--- src/rtl/uart_link_ctrl.sv ---
// uart_link_ctrl: simpleuart sequencer decoding colour commands, echoing them and sharing TX with an external requester
// Ports: hw_clk/resetn clock and synchronous active-low reset; reg_dat_* simpleuart data register;
//        ext_req/ext_data/ext_gnt external transmit requester; rgb_* PWM enables;
//        cmd_err unrecognised-byte pulse; rx_count consumed-byte counter
module uart_link_ctrl #(
    parameter bit         BANNER_EN   = 1'b1,
    parameter logic [7:0] BANNER_CHAR = 8'h50,
    parameter logic [2:0] RESET_RGB   = 3'b010
) (
    input  logic        hw_clk,
    input  logic        resetn,
    output logic        reg_dat_we,
    output logic        reg_dat_re,
    output logic [31:0] reg_dat_di,
    input  logic [31:0] reg_dat_do,
    input  logic        reg_dat_wait,
    input  logic        ext_req,
    input  logic [7:0]  ext_data,
    output logic        ext_gnt,
    output logic        rgb_red,
    output logic        rgb_green,
    output logic        rgb_blue,
    output logic        cmd_err,
    output logic [7:0]  rx_count
);
    typedef enum logic [1:0] {BANNER, IDLE, RXRD, TXWAIT} state_t;
    typedef enum logic [1:0] {SRC_BAN, SRC_ECHO, SRC_EXT} src_t;
    state_t     st;
    src_t       src;
    logic       echo_pend, rr_ext, rx_ok, ext_ok, take_echo, is_digit;
    logic [7:0] echo_byte, rx_b;
    always_comb begin
        rx_b      = reg_dat_do[7:0];
        rx_ok     = reg_dat_do != 32'hFFFF_FFFF && !echo_pend;
        is_digit  = rx_b[7:3] == 5'b00110;
        // the requester still sees its request high during the grant pulse
        ext_ok    = ext_req && !ext_gnt;
        take_echo = echo_pend && (!ext_ok || rr_ext);
    end
    always_ff @(posedge hw_clk) begin
        if (!resetn) begin
            st                              <= BANNER_EN ? BANNER : IDLE;
            src                             <= SRC_BAN;
            reg_dat_we                      <= 1'b0;
            reg_dat_re                      <= 1'b0;
            reg_dat_di                      <= 32'd0;
            ext_gnt                         <= 1'b0;
            cmd_err                         <= 1'b0;
            rx_count                        <= 8'd0;
            {rgb_red, rgb_green, rgb_blue}  <= RESET_RGB;
            echo_pend                       <= 1'b0;
            echo_byte                       <= 8'd0;
            rr_ext                          <= 1'b1;
        end else begin
            reg_dat_re <= 1'b0;
            ext_gnt    <= 1'b0;
            cmd_err    <= 1'b0;
            case (st)
                BANNER: begin
                    reg_dat_we <= 1'b1;
                    reg_dat_di <= {24'd0, BANNER_CHAR};
                    src        <= SRC_BAN;
                    st         <= TXWAIT;
                end
                IDLE: begin
                    if (rx_ok) begin
                        reg_dat_re <= 1'b1;
                        rx_count   <= rx_count + 8'd1;
                        echo_pend  <= 1'b1;
                        echo_byte  <= is_digit ? rx_b : 8'h3F;
                        cmd_err    <= !is_digit;
                        if (is_digit) {rgb_red, rgb_green, rgb_blue} <= rx_b[2:0];
                        st         <= RXRD;
                    end else if (echo_pend || ext_ok) begin
                        reg_dat_we <= 1'b1;
                        reg_dat_di <= {24'd0, take_echo ? echo_byte : ext_data};
                        src        <= take_echo ? SRC_ECHO : SRC_EXT;
                        st         <= TXWAIT;
                    end
                end
                RXRD: st <= IDLE;
                TXWAIT: begin
                    if (!reg_dat_wait) begin
                        reg_dat_we <= 1'b0;
                        st         <= IDLE;
                        if (src == SRC_ECHO) begin
                            echo_pend <= 1'b0;
                            rr_ext    <= 1'b0;
                        end
                        if (src == SRC_EXT) begin
                            ext_gnt <= 1'b1;
                            rr_ext  <= 1'b1;
                        end
                    end
                end
            endcase
        end
    end
endmodule

--- config.mk ---
export PLATFORM = sky130hd
export DESIGN_NAME = uart_link_ctrl
export DESIGN_NICKNAME = d
export VERILOG_FILES = /design/src/rtl/uart_link_ctrl.sv
export SDC_FILE = /design/constraint.sdc
export NUM_CORES = 1
export LEC_CHECK = 0
export ABC_AREA = 1
export CAP_MARGIN = 20
export CORE_MARGIN = 2
export CORE_UTILIZATION = 42
export CTS_CLUSTER_DIAMETER = 120
export CTS_CLUSTER_SIZE = 10
export DETAILED_ROUTE_END_ITERATION = 10
export PLACE_DENSITY = 0.87
export REMOVE_ABC_BUFFERS = 1
export SLEW_MARGIN = 20
export SYNTH_ARGS = -nofsm -noshare
export SYNTH_HDL_FRONTEND = slang
export SYNTH_SLANG_ARGS = --single-unit
--- constraint.sdc ---
create_clock -name hw_clk -period 1.5 [get_ports hw_clk]
set_input_delay 0.3 -clock hw_clk [delete_from_list [all_inputs] [get_ports hw_clk]]
set_output_delay 0.3 -clock hw_clk [all_outputs]
set_load 0.03 [all_outputs]
## After elaboration in Yosys (flattened, before gate mapping)

Index checks and enable logic that the tools add are counted.

- Register bits after elaboration: 61
- Input port bits: 44
- Output and inout bits: 47
- Word-level logic and storage cells: 79

- Add/sub/neg operators: 1
- Equality and inequality tests: 13
- Multiplexer cells: 24
- Bitwise logic cells: 3
- Reduce and logical (&&, ||, !) cells: 24

Operators with widths:

| cell | number |
|---|---|
| 2-to-1 mux 32 bit | 2 |
| one-hot mux 32 bit (2 select lines) | 1 |
| != test 32 bit (second input constant) | 1 |
| 2-to-1 mux 8 bit | 2 |
| 2-to-1 mux 2 bit | 6 |
| AND reduction 3 bit | 4 |
| != test 2 bit (second input constant) | 5 |
| 2-to-1 mux 1 bit | 9 |
| adder 8 x 1 -> 8 bit (second input constant) | 1 |
| one-hot mux 2 bit (4 select lines) | 1 |
| AND reduction 4 bit | 2 |
| == test 2 bit (second input constant) | 3 |
| AND reduction 2 bit | 3 |
| nonzero test 2 bit | 3 |
| == test 5 x 3 -> 1 bit (second input constant) | 1 |
| == test 2 x 1 -> 1 bit (second input constant) | 2 |
| logical NOT 1 bit | 4 |
| one-hot mux 2 bit (2 select lines) | 1 |
| logical AND 1 bit | 3 |
| != test 3 bit (second input constant) | 1 |
| inverter 1 bit | 3 |
| one-hot mux 1 bit (3 select lines) | 1 |
| nonzero test 3 bit | 1 |
| OR reduction 3 bit | 1 |
| 3 further kinds | 4 |

## Longest topological paths before layout

Gate-level depths: netlist of run 1.

- Depth in word-level cells: 9
- Gate-level depth with buffers: 11
- Gate-level depth less buffers: 10

## Least setup slack after synthesis of run 1

Ideal clock, no wire load.

- Path kind: register to register
- Start point: reg ext_gnt
- End point: reg reg_dat_di[0]
- Setup time: 0.115 ns
- Arrival time: 1.311 ns
- Required time: 1.385 ns
- Path slack: 0.074 ns
- Cell stages (with the launch flop): 7
- Buffers on the path: 1
- Period minus slack after synthesis: 1.426 ns
- Path through: dfxtp_1 > inv_1 > a21oi_1 > a21oi_4 > buf_2 > a21oi_1 > nor2_1

- Word-level cells in the longest chain between the ends: 9
- Elaborated cells between the ends (all ways): 12
- Classes of those cells: 1 x eq/ne; 4 x mux; 7 x reduce/logical

Ends and longest elaborated chain:

| element | RTL line | source |
|---|---|---|
| from (decl) | 19 | `output logic ext_gnt,` |
| from (signal assigned) | 47 | `ext_gnt <= 1'b0;` |
| from (signal assigned) | 56 | `ext_gnt <= 1'b0;` |
| from (signal assigned) | 91 | `ext_gnt <= 1'b1;` |
| logical NOT 1 bit (*) | 37 | `ext_ok = ext_req && !ext_gnt;` |
| logical AND 1 bit (*) | 37 |  |
| logical NOT 1 bit | 38 | `take_echo = echo_pend && (!ext_ok \|\| rr_ext);` |
| logical OR 1 bit | 38 |  |
| logical AND 1 bit | 38 |  |
| 2-to-1 mux 8 bit | 76 | `reg_dat_di <= {24'd0, take_echo ? echo_byte : ext_data};` |
| 2-to-1 mux 32 bit | 74 | `end else if (echo_pend \|\| ext_ok) begin` |
| 2-to-1 mux 32 bit | 66 | `if (rx_ok) begin` |
| one-hot mux 32 bit (2 select lines) | 58 | `case (st)` |
| to (signal assigned) | 61 | `reg_dat_di <= {24'd0, BANNER_CHAR};` |
| to (signal assigned) | 76 |  |
| to (decl) | 14 | `output logic [31:0] reg_dat_di,` |

Mark *: on every way between the ends. The rest lies on a longest branch, timed or not. The select of a mux whose other input is x is not followed.
A chain may end at the register's enable or synchronous reset.

## Final worst setup path of run 1

- Start point: in reg_dat_do[9]
- End point: reg rx_count[1]

- Word-level cells in the longest chain between the ends: 3

Ends and longest elaborated chain:

| element | RTL line | source |
|---|---|---|
| from (decl) | 15 | `input logic [31:0] reg_dat_do,` |
| != test 32 bit | 34 | `rx_ok = reg_dat_do != 32'hFFFF_FFFF && !echo_pend;` |
| logical AND 1 bit | 34 |  |
| AND reduction 2 bit (no source line) | n/a |  |
| to (signal assigned) | 68 | `rx_count <= rx_count + 8'd1;` |
| to (decl) | 24 | `output logic [7:0] rx_count` |

Every way passes these cells.

==> results.md, run 1 <==
- The part of the Yosys area used for sequential elements is 0.366.
- CTS built an H-tree with a depth of 2.
- The run finished with clean final reports.
- Across the run, the number of max-cap violations was 0.
- Sorting the synthesized cells by how often they occur yields 82 x sky130_fd_sc_hd__nand2_1, 38 x sky130_fd_sc_hd__nor2_1, 37 x sky130_fd_sc_hd__dfxtp_1.
- The internal power consumption is ~1.9 mW.
- The global-route met2 utilization is 0.343.
- The launching element type of the critical path is a primary input.
- The number of flops mapped to enable cells by yosys is 0.
- 0 antenna diodes ended up in the layout.
- The mapped netlist covers 2030 um2.
- In this run the worst path has a maximum fanout of 8.
- The first routing iteration left 90 violations.
- The count of endpoints failing hold in the final timing report is 0.
- The final total power is around 2.7 mW.
- The final layout contains routed wiring with a total length of between 5 and 6 mm.
- The detailed-route vias per instance is between 4 and 5.
- The kind of end point of the critical path is a flip-flop.
- The signal arrival time at the worst endpoint is 1630 ps.
- The minimum period implied by the final worst setup slack is approximately 1400 ps.
- The post-place instance area is 2770 um2.
- In this run the most used layer during global routing was met2.
- Leaving out filler cells and counting taps, the final layout contains ~440.
- The path class of the lowest-slack min-delay path is in2reg.
- Relative to the synthesized area, the layout overhead comes to 51.0%.
- TritonCTS built the clock tree.
- The initial antenna violation count was 0.
- Counting cells, the worst reg-to-reg path comes to 8.
- The met1 capacity usage during global routing is 0.211.
- Once detailed placement completed, the half-perimeter wirelength came to ~3.5 mm.
- The most instantiated flip-flop cell in the synthesis netlist is sky130_fd_sc_hd__dfxtp_1.
- The core utilization of the finished layout is 0.652.
- The cell type with the highest aggregate area in the netlist is sky130_fd_sc_hd__dfxtp_1.
- The global route total overflow is 0.
- The power density over the cells is 886 nW/um2.
- For this run, design rule violations remaining after detail routing come to 0.
- Of the cells placed in the final design, the portion with a size suffix greater than 1 is 0.143.
- For this design the total switching power over the nets is 0.814 mW.
- The average footprint of a synthesized cell is 6.87 um2.
- For this run, the detailed router's first-pass iteration total came to 4.
- The reg2reg setup slack is approximately 110 ps.
- The maximum count of clock buffers along a single path is 2.
- The area fraction of the dominant cell type after synthesis is 0.366.
- The leakage power total is 1.72 nW.
- The overall global routing resource usage is 0.191.
- The number of nets at the end of the flow is 430.
- The met3 track demand over resource in global routing is 0.0535.
- The wire length per cell is between 10 and 15 um.
- The number of standard-cell rows in the floorplan is 25.
- The number of distinct library cells after synthesis is 27.
- The starting density of the core is 0.432.
- The congestion estimate from routability-driven global placement came to 0.846.
- The number of port buffers is 66.
- The synthesized instance count is ~300.
- Adding up every negative setup slack in the final design gives 0 ps.
- The via count of the first global-routing pass came to around 1900.
- The number of cells traversed by the worst hold path is 3.
- The library cell with the highest instance count after synthesis is sky130_fd_sc_hd__nand2_1.
- The width of the die is 73.5 um.
- The number of pins with negative max-slew slack in the final report was 0.
- Clock latency on the worst-skew pair, taken at its later pin, is between 200 and 300 ps.
- VDD sags by at most ~0.00041 V.
- By startpoint and endpoint, the worst setup path is classified as in2reg.
- Across all hold checks on the routed design, the worst slack comes to 300 ps.
- Setup violations remaining at the end of the flow were counted as 0.
- The number of buffers added to fix hold violations after cts is 0.
- The data required time at the worst endpoint is 1690 ps.
- In the post-synthesis netlist, the biggest area contributors are sky130_fd_sc_hd__dfxtp_1 37%, sky130_fd_sc_hd__nand2_1 15%, sky130_fd_sc_hd__buf_4 8.9%.
- The register bit total from synthesis is 37.
- The count of nets left with antenna violations once routing finished came out at 0.
- The clock power share is 0.328.
- The I/O pin total is 91.
- After detailed placement, the design holds a cell count of 424.
- The total clock buffers created by CTS is 5.
- The clock root buffer master is sky130_fd_sc_hd__clkbuf_8.
- The core region is 4690 um2.
- The first global-routing pass estimated just under 8 mm of wire.
- The clock sink count is 37.
- For the final database, setup skew stands at 4.40 ps.
- With fillers left out, the area of the finished cells amounts to 3060 um2.
- The share of total power in combinational logic is 0.270.
- Clock-pin slew was measured on the worst setup and hold paths at 70 ps.
- For this block, the via count after detailed routing is roughly 2000.
- Static timing analysis puts the maximum clock frequency at just under 0.7 GHz.
- The fraction of power spent switching nets is 0.300.
- The sequential power share is 0.402.
- Measured along the y axis, the die boundary spans 73.5 um.
- The total of warnings raised by yosys is 0.
- The final clock period utilization by the worst path is 0.962.
- The total die area is 5390 um2.
- Timing analysis after detailed placement gives a worst setup slack of -365 ps.
- Setup slack on the critical path of the routed design comes to 57.2 ps.
- In the synthesized netlist the async set-or-reset flop fraction comes to 0.
- The pin count of the biggest net entering global routing is 20.
-- metal layers --
layer / vias to the layer above / part of all wire / routed length, um
met4: 0 / 0.019 / 96
met2: 60 / 0.52 / 2670
li1: 1047 / - / -
met3: 11 / 0.048 / 246
met1: 904 / 0.41 / 2130
met5: - / 0 / 0
-- critical path: stages --
cell	delay, ps
sky130_fd_sc_hd__clkdlybuf4s50_1	450
sky130_fd_sc_hd__nand2_1	50
sky130_fd_sc_hd__nor2_1	80
sky130_fd_sc_hd__nand2_1	60
sky130_fd_sc_hd__nor2_2	90
sky130_fd_sc_hd__nand2_2	90
sky130_fd_sc_hd__nand2_4	160
sky130_fd_sc_hd__buf_6	120
sky130_fd_sc_hd__inv_2	80
sky130_fd_sc_hd__nor2_2	110
sky130_fd_sc_hd__nor2_1	50
-- power groups by stage --
stage               clock network (mW)  registers [mW]  logic [mW]
floorplan                            0            1.19       0.317
global placement                     0            1.11       0.685
finish                           0.888            1.09       0.731
detailed placement                   0            1.11       0.697
CTS                              0.912            1.09       0.699
global route                     0.949            1.10       0.802
-- sequential cells by signal, summed over array words and instances, names as in the netlist --
| register | cells |
|---|---|
| reg_dat_re | 1 |
| echo_byte | 8 |
| st | 2 |
| rx_count | 8 |
| echo_pend | 1 |
| ext_gnt | 1 |
| rgb_red | 1 |
| reg_dat_we | 1 |
| rgb_green | 1 |
| cmd_err | 1 |
| rr_ext | 1 |
| reg_dat_di | 8 |
| rgb_blue | 1 |
| src | 2 |
-- repair_timing --
item | CTS | global route
cloned | 1 | 1
pin swaps | 1 | 31
buffers inserted | 1 | 3
gates resized for setup | 25 | 41
endpoints found under the setup margin | 35 | 29
-- final cells by class --
cell class	instances	area (um2)
well taps	54	67.6
flip-flops and latches	37	741
repair buffers	91	965
fillers	378	1630
multi-input cells	222	1070
inverters	26	97.6
clock buffers	7	86.3
clock inverters	1	30.0
-- final timing paths --
path | startpoint | endpoint
min | reg_dat_do[0] | rgb_blue$_SDFFE_PN0P_
max | reg_dat_do[9] | rx_count[1]$_SDFFE_PN0P_
min reg2reg | echo_byte[3]$_SDFFE_PN0P_ | echo_byte[3]$_SDFFE_PN0P_
max reg2reg | st[1]$_SDFFE_PN0P_ | rx_count[6]$_SDFFE_PN0P_
-- logic make-up (layout without fill, tap and decap cells) --
family                     after synthesis  after routing  synth area share
and+or+nand+nor                        153            153             0.316
buffers and inverters                   59            125             0.167
DFF                                     37             37             0.366
AOI/OAI and AO/OA                       36             36             0.105
xor gates and xnor gates                 6              6            0.0259
adders and majority gates                3              3            0.0185
other                                    1             24           0.00185
-- layout by cell type, fill, tap and decap left out --
| cell type | n |
|---|---|
| sky130_fd_sc_hd__xor2_1 | 4 |
| sky130_fd_sc_hd__a21oi_2 | 5 |
| sky130_fd_sc_hd__nand2_1 | 80 |
| sky130_fd_sc_hd__dlygate4sd2_1 | 23 |
| sky130_fd_sc_hd__o21ai_0 | 5 |
| sky130_fd_sc_hd__a21oi_4 | 1 |
| sky130_fd_sc_hd__xnor2_1 | 2 |
| sky130_fd_sc_hd__nor3_1 | 6 |
| sky130_fd_sc_hd__clkdlybuf4s50_1 | 13 |
| sky130_fd_sc_hd__nand3_2 | 1 |
| sky130_fd_sc_hd__nor2_1 | 34 |
| sky130_fd_sc_hd__ha_1 | 3 |
| sky130_fd_sc_hd__nand3b_1 | 2 |
| sky130_fd_sc_hd__clkbuf_8 | 6 |
| sky130_fd_sc_hd__o211ai_1 | 1 |
| sky130_fd_sc_hd__buf_16 | 1 |
| sky130_fd_sc_hd__inv_2 | 1 |
| sky130_fd_sc_hd__conb_1 | 24 |
| sky130_fd_sc_hd__nor2_2 | 5 |
| sky130_fd_sc_hd__bufinv_16 | 1 |
| sky130_fd_sc_hd__clkbuf_1 | 1 |
| sky130_fd_sc_hd__o21ai_1 | 6 |
| sky130_fd_sc_hd__dlymetal6s2s_1 | 30 |
| sky130_fd_sc_hd__nand2_4 | 2 |
| sky130_fd_sc_hd__buf_4 | 19 |
| sky130_fd_sc_hd__a21oi_1 | 18 |
| sky130_fd_sc_hd__buf_12 | 2 |
| sky130_fd_sc_hd__nand2_2 | 6 |
| sky130_fd_sc_hd__buf_6 | 2 |
| sky130_fd_sc_hd__inv_1 | 25 |
| sky130_fd_sc_hd__nand3_1 | 15 |
| sky130_fd_sc_hd__dfxtp_1 | 37 |
| sky130_fd_sc_hd__nor2_4 | 1 |
| sky130_fd_sc_hd__nand3_4 | 1 |
| sky130_fd_sc_hd__clkbuf_16 | 1 |
(Power assumes the default switching activity.)
==> inputs of run 2 (changes only) <==
--- a/config.mk
+++ b/config.mk
@@ -7,7 +7,6 @@
 export LEC_CHECK = 0
 export ABC_AREA = 1
 export CAP_MARGIN = 20
-export CORE_MARGIN = 2
 export CORE_UTILIZATION = 42
 export CTS_CLUSTER_DIAMETER = 120
 export CTS_CLUSTER_SIZE = 10
==> run 2 against run 1 <==
Net effect:
- register-to-register slack improved by 50 ps
- combinational power fell by 3%
- global-route usage rose by 0.22 points
- via count fell by 0.89%
- critical path depth fell by 10
- die area fell by 5.4%
- final cell count fell by 0.68%
- non-clock buffer count did not move
- critical path type is now reg2out
- largest power group unchanged
==> results.md, run 2 (synthesis gave the netlist of run 1 again) <==
- The flow ran to the end, and the final reports show no timing, DRC or antenna violations.
- The total overflow left after global routing is 0.
- For this design the static power due to leakage is around 1.7 nW.
- The I/O pin total is a little over 90.
- Measured on the finished design, the core utilization comes to 0.660.
- The largest individual stage delay along the critical path comes from the cell sky130_fd_sc_hd__dlygate4sd2_1.
- Setup repair after global routing left no endpoint under its margin.
- The data required time at the worst endpoint is 1200 ps.
- The die is 71.5 um tall.
- The clock tree synthesis step divided the H-tree into 2 levels.
- The die is 71.5 um wide.
- Of the available clock period, the critical path in the final layout requires 0.935.
- The clock passes through at most 2 buffers.
- The number of port buffers is 66.
- For the finished layout, the period the worst path requires is roughly 1400 ps.
- The routability-driven placement congestion ratio is 0.820.
- The wire length of the first global-routing pass is 7.74 mm.
- In this run the clock root is driven by a sky130_fd_sc_hd__clkbuf_8.
- The fraction of layout instances using a drive strength above 1 is 0.128.
- Setup slack closes at about 97 ps.
- The worst setup path is launched from a flip-flop.
- The destination of the worst hold path is rgb_blue$_SDFFE_PN0P_.
- The post-place instance area is 2770 um2.
- For this configuration, the core starts out at a cell density of 0.450.
- On the critical path the largest part of the delay comes from buffers and inverters.
- The wire length after detailed routing is 4.94 mm.
- The largest voltage drop on the vdd net is 0.000613 V.
- The overall global routing resource usage is 0.193.
- The detailed-route vias per instance is 4.61.
- The die covers 5110 um2.
- Dividing the detail-routed wire length by the instance count gives around 11 um.
- The later pin in the worst-skew pair is clocked with a latency of 290 ps.
- The initial DRC count is 86.
- For the worst flop-to-flop path, the logic depth is 6.
- The number of nets at the end of the flow is 430.
- The initial antenna violation count is 0.
- In the routed design, unresolved DRC markers number 0.
- At the placement stage, the worst setup path has a slack of -396 ps.
- The total clock buffers created by CTS is 5.
- The signal arrival time at the worst endpoint is between 1000 and 1500 ps.
- The count of endpoints failing hold in the final timing report is 0.
- Dividing total power by cell area gives a power density of 839 nW/um2.
- In this run the critical register-to-register path is launched from rx_count[0]$_SDFFE_PN0P_.
- In this run the worst path has a maximum fanout of 3.
- Entering global routing, the biggest net connects 20 pins.
- CTS saw 37 sinks.
- The number of setup violations in the final report is 0.
- The reg2reg setup slack is ~160 ps.
- The maximum clock skew at final layout is 3.50 ps.
- The first-pass iteration count of the detailed router is 4.
- The library cell used most frequently in the layout, excluding fill and tap cells, is sky130_fd_sc_hd__nand2_1.
- Walking the worst path, the cells encountered are dlygate4sd2_1.
- The path class of the lowest-slack min-delay path is in2reg.
- The reported max-cap violation count is 0.
- In the layout the commonest cells are 82 x sky130_fd_sc_hd__nand2_1, 37 x sky130_fd_sc_hd__nor2_1, 37 x sky130_fd_sc_hd__dfxtp_1, 30 x sky130_fd_sc_hd__dlymetal6s2s_1.
- The number of cells traversed by the worst hold path is 3.
- The clock slew seen by the registers of the worst setup and hold paths is roughly 70 ps.
- The post-route antenna net violation count is 0.
- In this run the core area contains 24 standard-cell rows.
- The number of pins with negative max-slew slack in the final report came to 0.
- The repair_antennas step left the layout with diodes totalling 0.
- The kind of end point of the critical path is a primary output.
- In the final layout, the registers with the most flip-flops are echo_byte: 8 flops, reg_dat_di: 8 flops, rx_count: 8 flops.
- The peak per-stage delay on the critical path is 420 ps.
- After floorplanning, the core was sized to cover 4500 um2.
- TritonCTS built the clock tree.
- The hold path startpoint is reg_dat_do[0].
- The setup path with the least slack is of type reg2out.
- The final total power is 2.50 mW.
- After routing the design area is 2970 um2.
- The highest clock frequency the design can meet is 0.713 GHz.
- The layout overhead on the synthesized area is 46.8%.
- The final route contains 2004 vias.
- The endpoint of the worst register-to-register path is rx_count[6]$_SDFFE_PN0P_.
- The worst path buffer plus inverter count is 1.
- Once detailed placement completed, the half-perimeter wirelength came to 3.51 mm.
- The via count of the first global-routing pass was 1911.
run 2: cell count changes in the layout (fill, tap and decap cells not counted), moves of 2 or more:
cell / delta
sky130_fd_sc_hd__nand2_1: +2
sky130_fd_sc_hd__nor2_1: +3
sky130_fd_sc_hd__clkdlybuf4s50_1: -2
sky130_fd_sc_hd__nor2_2: -3
sky130_fd_sc_hd__dlygate4sd2_1: +2
run 2: through the flow:
stage | TNS, ps | instances | hold slack (ps)
after floorplan | 0 | 285 | 369
after global placement | -8840 | 423 | 438
after detailed placement | -10170 | 423 | 442
after CTS | 0 | 431 | 451
after global routing | 0 | 435 | 313
final | 0 | 435 | 308
run 2: worst max path at each step:
stage / slack [ps] / cells after the start / startpoint / endpoint
finish: 100 / 1 / rx_count[7]$_SDFFE_PN0P_ / rx_count[7]
global route: 30 / 10 / ext_req / reg_dat_di[1]$_SDFFE_PN0P_
CTS: 3 / 11 / reg_dat_do[13] / reg_dat_di[0]$_SDFFE_PN0P_
detailed placement: -400 / 10 / reg_dat_do[1] / rx_count[4]$_SDFFE_PN0P_
global placement: -320 / 10 / reg_dat_do[1] / rx_count[3]$_SDFFE_PN0P_
floorplan: 10 / 9 / reg_dat_do[17] / rx_count[5]$_SDFFE_PN0P_
run 2: where the power goes:
part,leakage (nW),switching [mW],internal [mW]
clock network,0.0443,0.330,0.364
registers,0.304,0.0373,1.05
logic,1.34,0.421,0.291
total,1.69,0.788,1.71
run 2: final cells by class:
class,instances,area (um2)
repair buffers,91,940
flip-flops and latches,37,741
multi-input cells,222,1040
clock buffers,7,86.3
inverters,26,97.6
well taps,52,65.1
fillers,393,1530
run 2: routing by layer:
metal / share of wire / GRT usage
met3: 0.036 / 0.0534
met2: 0.52 / 0.348
met1: 0.43 / 0.216
met5: 0 / 0
met4: 0.0077 / 0.0763
run 2: what timing repair did:
| item | CTS | global route |
|---|---|---|
| pin swaps | 3 | 31 |
| gates cloned | 1 | 1 |
| buffers inserted | 0 | 3 |
| hold buffers | 0 | 0 |
| resized for setup | 29 | 31 |
| setup endpoints to repair | 44 | 30 |
| endpoints found under the hold margin | 0 | 0 |
==> inputs of run 3 (changes only) <==
--- a/config.mk
+++ b/config.mk
@@ -7,13 +7,13 @@
 export LEC_CHECK = 0
 export ABC_AREA = 1
 export CAP_MARGIN = 20
-export CORE_UTILIZATION = 42
+export CORE_UTILIZATION = 45
 export CTS_CLUSTER_DIAMETER = 120
 export CTS_CLUSTER_SIZE = 10
 export DETAILED_ROUTE_END_ITERATION = 10
-export PLACE_DENSITY = 0.87
+export PLACE_DENSITY = 0.92
 export REMOVE_ABC_BUFFERS = 1
-export SLEW_MARGIN = 20
+export SLEW_MARGIN = 5
 export SYNTH_ARGS = -nofsm -noshare
 export SYNTH_HDL_FRONTEND = slang
 export SYNTH_SLANG_ARGS = --single-unit
==> constraint.sdc (replaced) <==
create_clock -name hw_clk -period 1.7 [get_ports hw_clk]
set_input_delay 0.34 -clock hw_clk [delete_from_list [all_inputs] [get_ports hw_clk]]
set_output_delay 0.34 -clock hw_clk [all_outputs]
set_load 0.03 [all_outputs]
==> run 3 against run 2 <==
Net effect:
- sequential share of layout area up 0.95 points
- via count down 2.2%
- total power down 12%
- flip-flop and latch count unchanged
- worst hold slack better by 130 ps
- final cell count down 1.4%
- die area fell by 6.5%
- clock skew is 2.6 ps higher
- critical path type unchanged
- critical endpoint is now reg_dat_di[6]
- largest power group unchanged
==> results.md, run 3 (synthesis gave the netlist of run 1 again) <==
- The run finished with clean final reports.
- IR analysis of the VDD net gives a maximum drop of around 0.00057 V.
- After detailed placement, the design holds a cell count of between 400 and 500.
- In the global route stage, overall resource usage came out at 0.202.
- At the end of routability-driven placement, the weighted congestion stood at 0.777.
- The path class of the lowest-slack min-delay path is reg2reg.
- The first-pass iteration count of the detailed router is 4.
- The clock sink count is 37.
- The minimum period implied by the final worst setup slack is 1660 ps.
- Of the available clock period, the critical path in the final layout requires 0.975.
- The layout overhead on the synthesized area is 41.4%.
- The multi-input logic area is 1050 um2.
- Setup violations remaining at the end of the flow were counted as 0.
- The I/O pin total is 91.
- Global routing finished with a remaining overflow of 0.
- The post-route cell area is 2870 um2.
- The count of endpoints failing hold in the final timing report is 0.
- The clock power share is 0.270.
- The reg2reg setup slack is 260 ps.
- The critical path is of the reg2out type.
- Among cell families on the critical path, the largest total delay comes from buffers and inverters.
- Traced cell by cell, the critical path runs through clkdlybuf4s50_1.
- The clock latency at the later pin of the worst-skew pair is between 200 and 300 ps.
- From bottom edge to top edge, the die measures 69.1 um.
- The maximum clock skew at final layout is between 6 and 7 ps.
- The top cell types in the final layout, fill and taps aside, are 82 x sky130_fd_sc_hd__nand2_1, 56 x sky130_fd_sc_hd__clkdlybuf4s50_1, 37 x sky130_fd_sc_hd__nor2_1, 37 x sky130_fd_sc_hd__dfxtp_1, 25 x sky130_fd_sc_hd__inv_1.
- The sequential cell area is 741 um2.
- The routed layout has 1959 vias.
- Summed over all cells, the static leakage comes to 1.37 nW.
- The library cell used most frequently in the layout, excluding fill and tap cells, is sky130_fd_sc_hd__nand2_1.
- The total clock buffers created by CTS is 5.
- The wire length of the first global-routing pass is ~7.9 mm.
- The floorplan step defined a die boundary enclosing between 4000 and 5000 um2.
- The estimated wirelength of the detail-placed design is ~3.4 mm.
- At the end of the flow the core is filled with cells to 0.658.
- The share of total power in combinational logic is 0.287.
- The reported max-cap violation count is 0.
- Of the total power, the share spent switching nets is 0.317.
- The signal arrival time at the worst endpoint is 1320 ps.
- The deepest level of the CTS H-tree is 2.
- The number of pins with negative max-slew slack in the final report is 0.
- Entering global routing, the biggest net connects 21 pins.
- The clock slew seen by the registers of the worst setup and hold paths is 70 ps.
- Along the worst path, the maximum fanout reaches 2.
- The TritonCTS clock tree is built.
- The switching power summed over all nets is 0.693 mW.
- The number of nets at the end of the flow is between 400 and 500.
- For this design the ratio of total power to cell area is 763 nW/um2.
- The number of standard-cell rows in the floorplan is 24.
- The kind of end point of the critical path is a primary output.
- Counting both buffers and inverters, the worst setup path holds a total of 1.
- The initial antenna violation count is 0.
- The peak per-stage delay on the critical path is 680 ps.
- STA classifies the critical path startpoint as a flip-flop.
- The global-route met2 utilization is 0.383.
- The worst setup slack before clock tree synthesis is -206 ps.
- The post-place instance area is 2740 um2.
- The data required time at the worst endpoint is 1360 ps.
- For this configuration, the core starts out at a cell density of 0.465.
- The met3 track demand over resource in global routing is 0.0629.
- The most utilized layer in the global route result is met2.
- Setup slack on the critical path of the routed design comes to ~42 ps.
- The number of buffers added to fix hold violations after cts is 0.
- The highest clock frequency the design can meet is 0.603 GHz.
- For this run, global-route usage on met1 was measured as 0.210.
- After filler insertion, the fill cell instance count of the layout stands at 385.
- The width of the die is a little under 70 um.
- The via count of the first global-routing pass is between 1500 and 2000.
- The routed design has around 4.5 mm of wire.
- The initial DRC count is 120.
- The number of inserted diodes is 0.
- Setup repair after global routing left no endpoint under its margin.
- The library cell contributing the largest single delay on the critical path is sky130_fd_sc_hd__clkdlybuf4s50_1.
- The finished layout holds 429 standard cells, fillers aside.
- The detailed-route vias per instance is 4.57.
- The core area is 4350 um2.
- Of the total power, registers draw 0.443.
- The clock root buffer master is sky130_fd_sc_hd__clkbuf_8.
- Internal power comes to 1.49 mW.
- The number of port buffers is 66.
- The largest registers in the layout are echo_byte: 8 flops, reg_dat_di: 8 flops, rx_count: 8 flops.
- The post-route antenna net violation count is 0.
- After detailed routing, the average wire length per cell comes to 10.5 um.
- After detailed routing, the number of remaining DRC violations is 0.
- Of the cells placed in the final design, the portion with a size suffix greater than 1 is 0.109.
- The maximum count of clock buffers along a single path is 2.
run 3: cell count changes in the layout (fill, tap and decap cells not counted), sizes merged:
cell           delta
dlymetal6s2s     -26
buf               -6
dlygate4sd2      -19
clkdlybuf4s50    +45
run 3: worst paths after layout:
kind	cells past startpoint	from	to
worst max-delay path	1	reg_dat_di[6]$_SDFFE_PN0P_	reg_dat_di[6]
worst min-delay path	2	echo_byte[6]$_SDFFE_PN0P_	echo_byte[6]$_SDFFE_PN0P_
worst max register to register	6	st[0]$_SDFFE_PN0P_	rx_count[0]$_SDFFE_PN0P_
worst min register to register	2	echo_byte[6]$_SDFFE_PN0P_	echo_byte[6]$_SDFFE_PN0P_
run 3: cell type report:
cell class | instances | share of cell area
Multi-Input combinational cell | 222 | 0.365
Timing Repair Buffer | 84 | 0.292
Inverter | 26 | 0.0341
Sequential cell | 37 | 0.259
Clock buffer | 8 | 0.0279
Tap cell | 52 | 0.0227
run 3: what timing repair did:
item                                    in CTS  in global routing
endpoints found under the setup margin       6                 23
gates resized for setup                      6                  7
cloned                                       0                  0
setup buffers                                0                  3
pin swaps                                    0                  1
run 3: power groups by stage:
stage               Combinational (mW)  Sequential (mW)  Clock [mW]
finish                           0.628            0.969       0.590
global route                     0.688            0.976       0.639
CTS                              0.607            0.969       0.605
detailed placement               0.607            0.988           0
global placement                 0.596            0.985           0
floorplan                        0.280             1.05           0
run 3: layer usage:
layer / wire length (um) / part of all wire
met2: 2340 / 0.52
met3: 285 / 0.063
met4: 50 / 0.011
met1: 1840 / 0.41
met5: 0 / 0
run 3: through the flow:
stage	power, mW	TNS [ps]	hold slack (ps)
2_1_floorplan	1.33	0	409
3_3_place_gp	1.58	-3760	433
3_5_place_dp	1.59	-4190	438
4_1_cts	2.18	0	448
5_1_grt	2.30	0	484
6_report	2.19	0	442
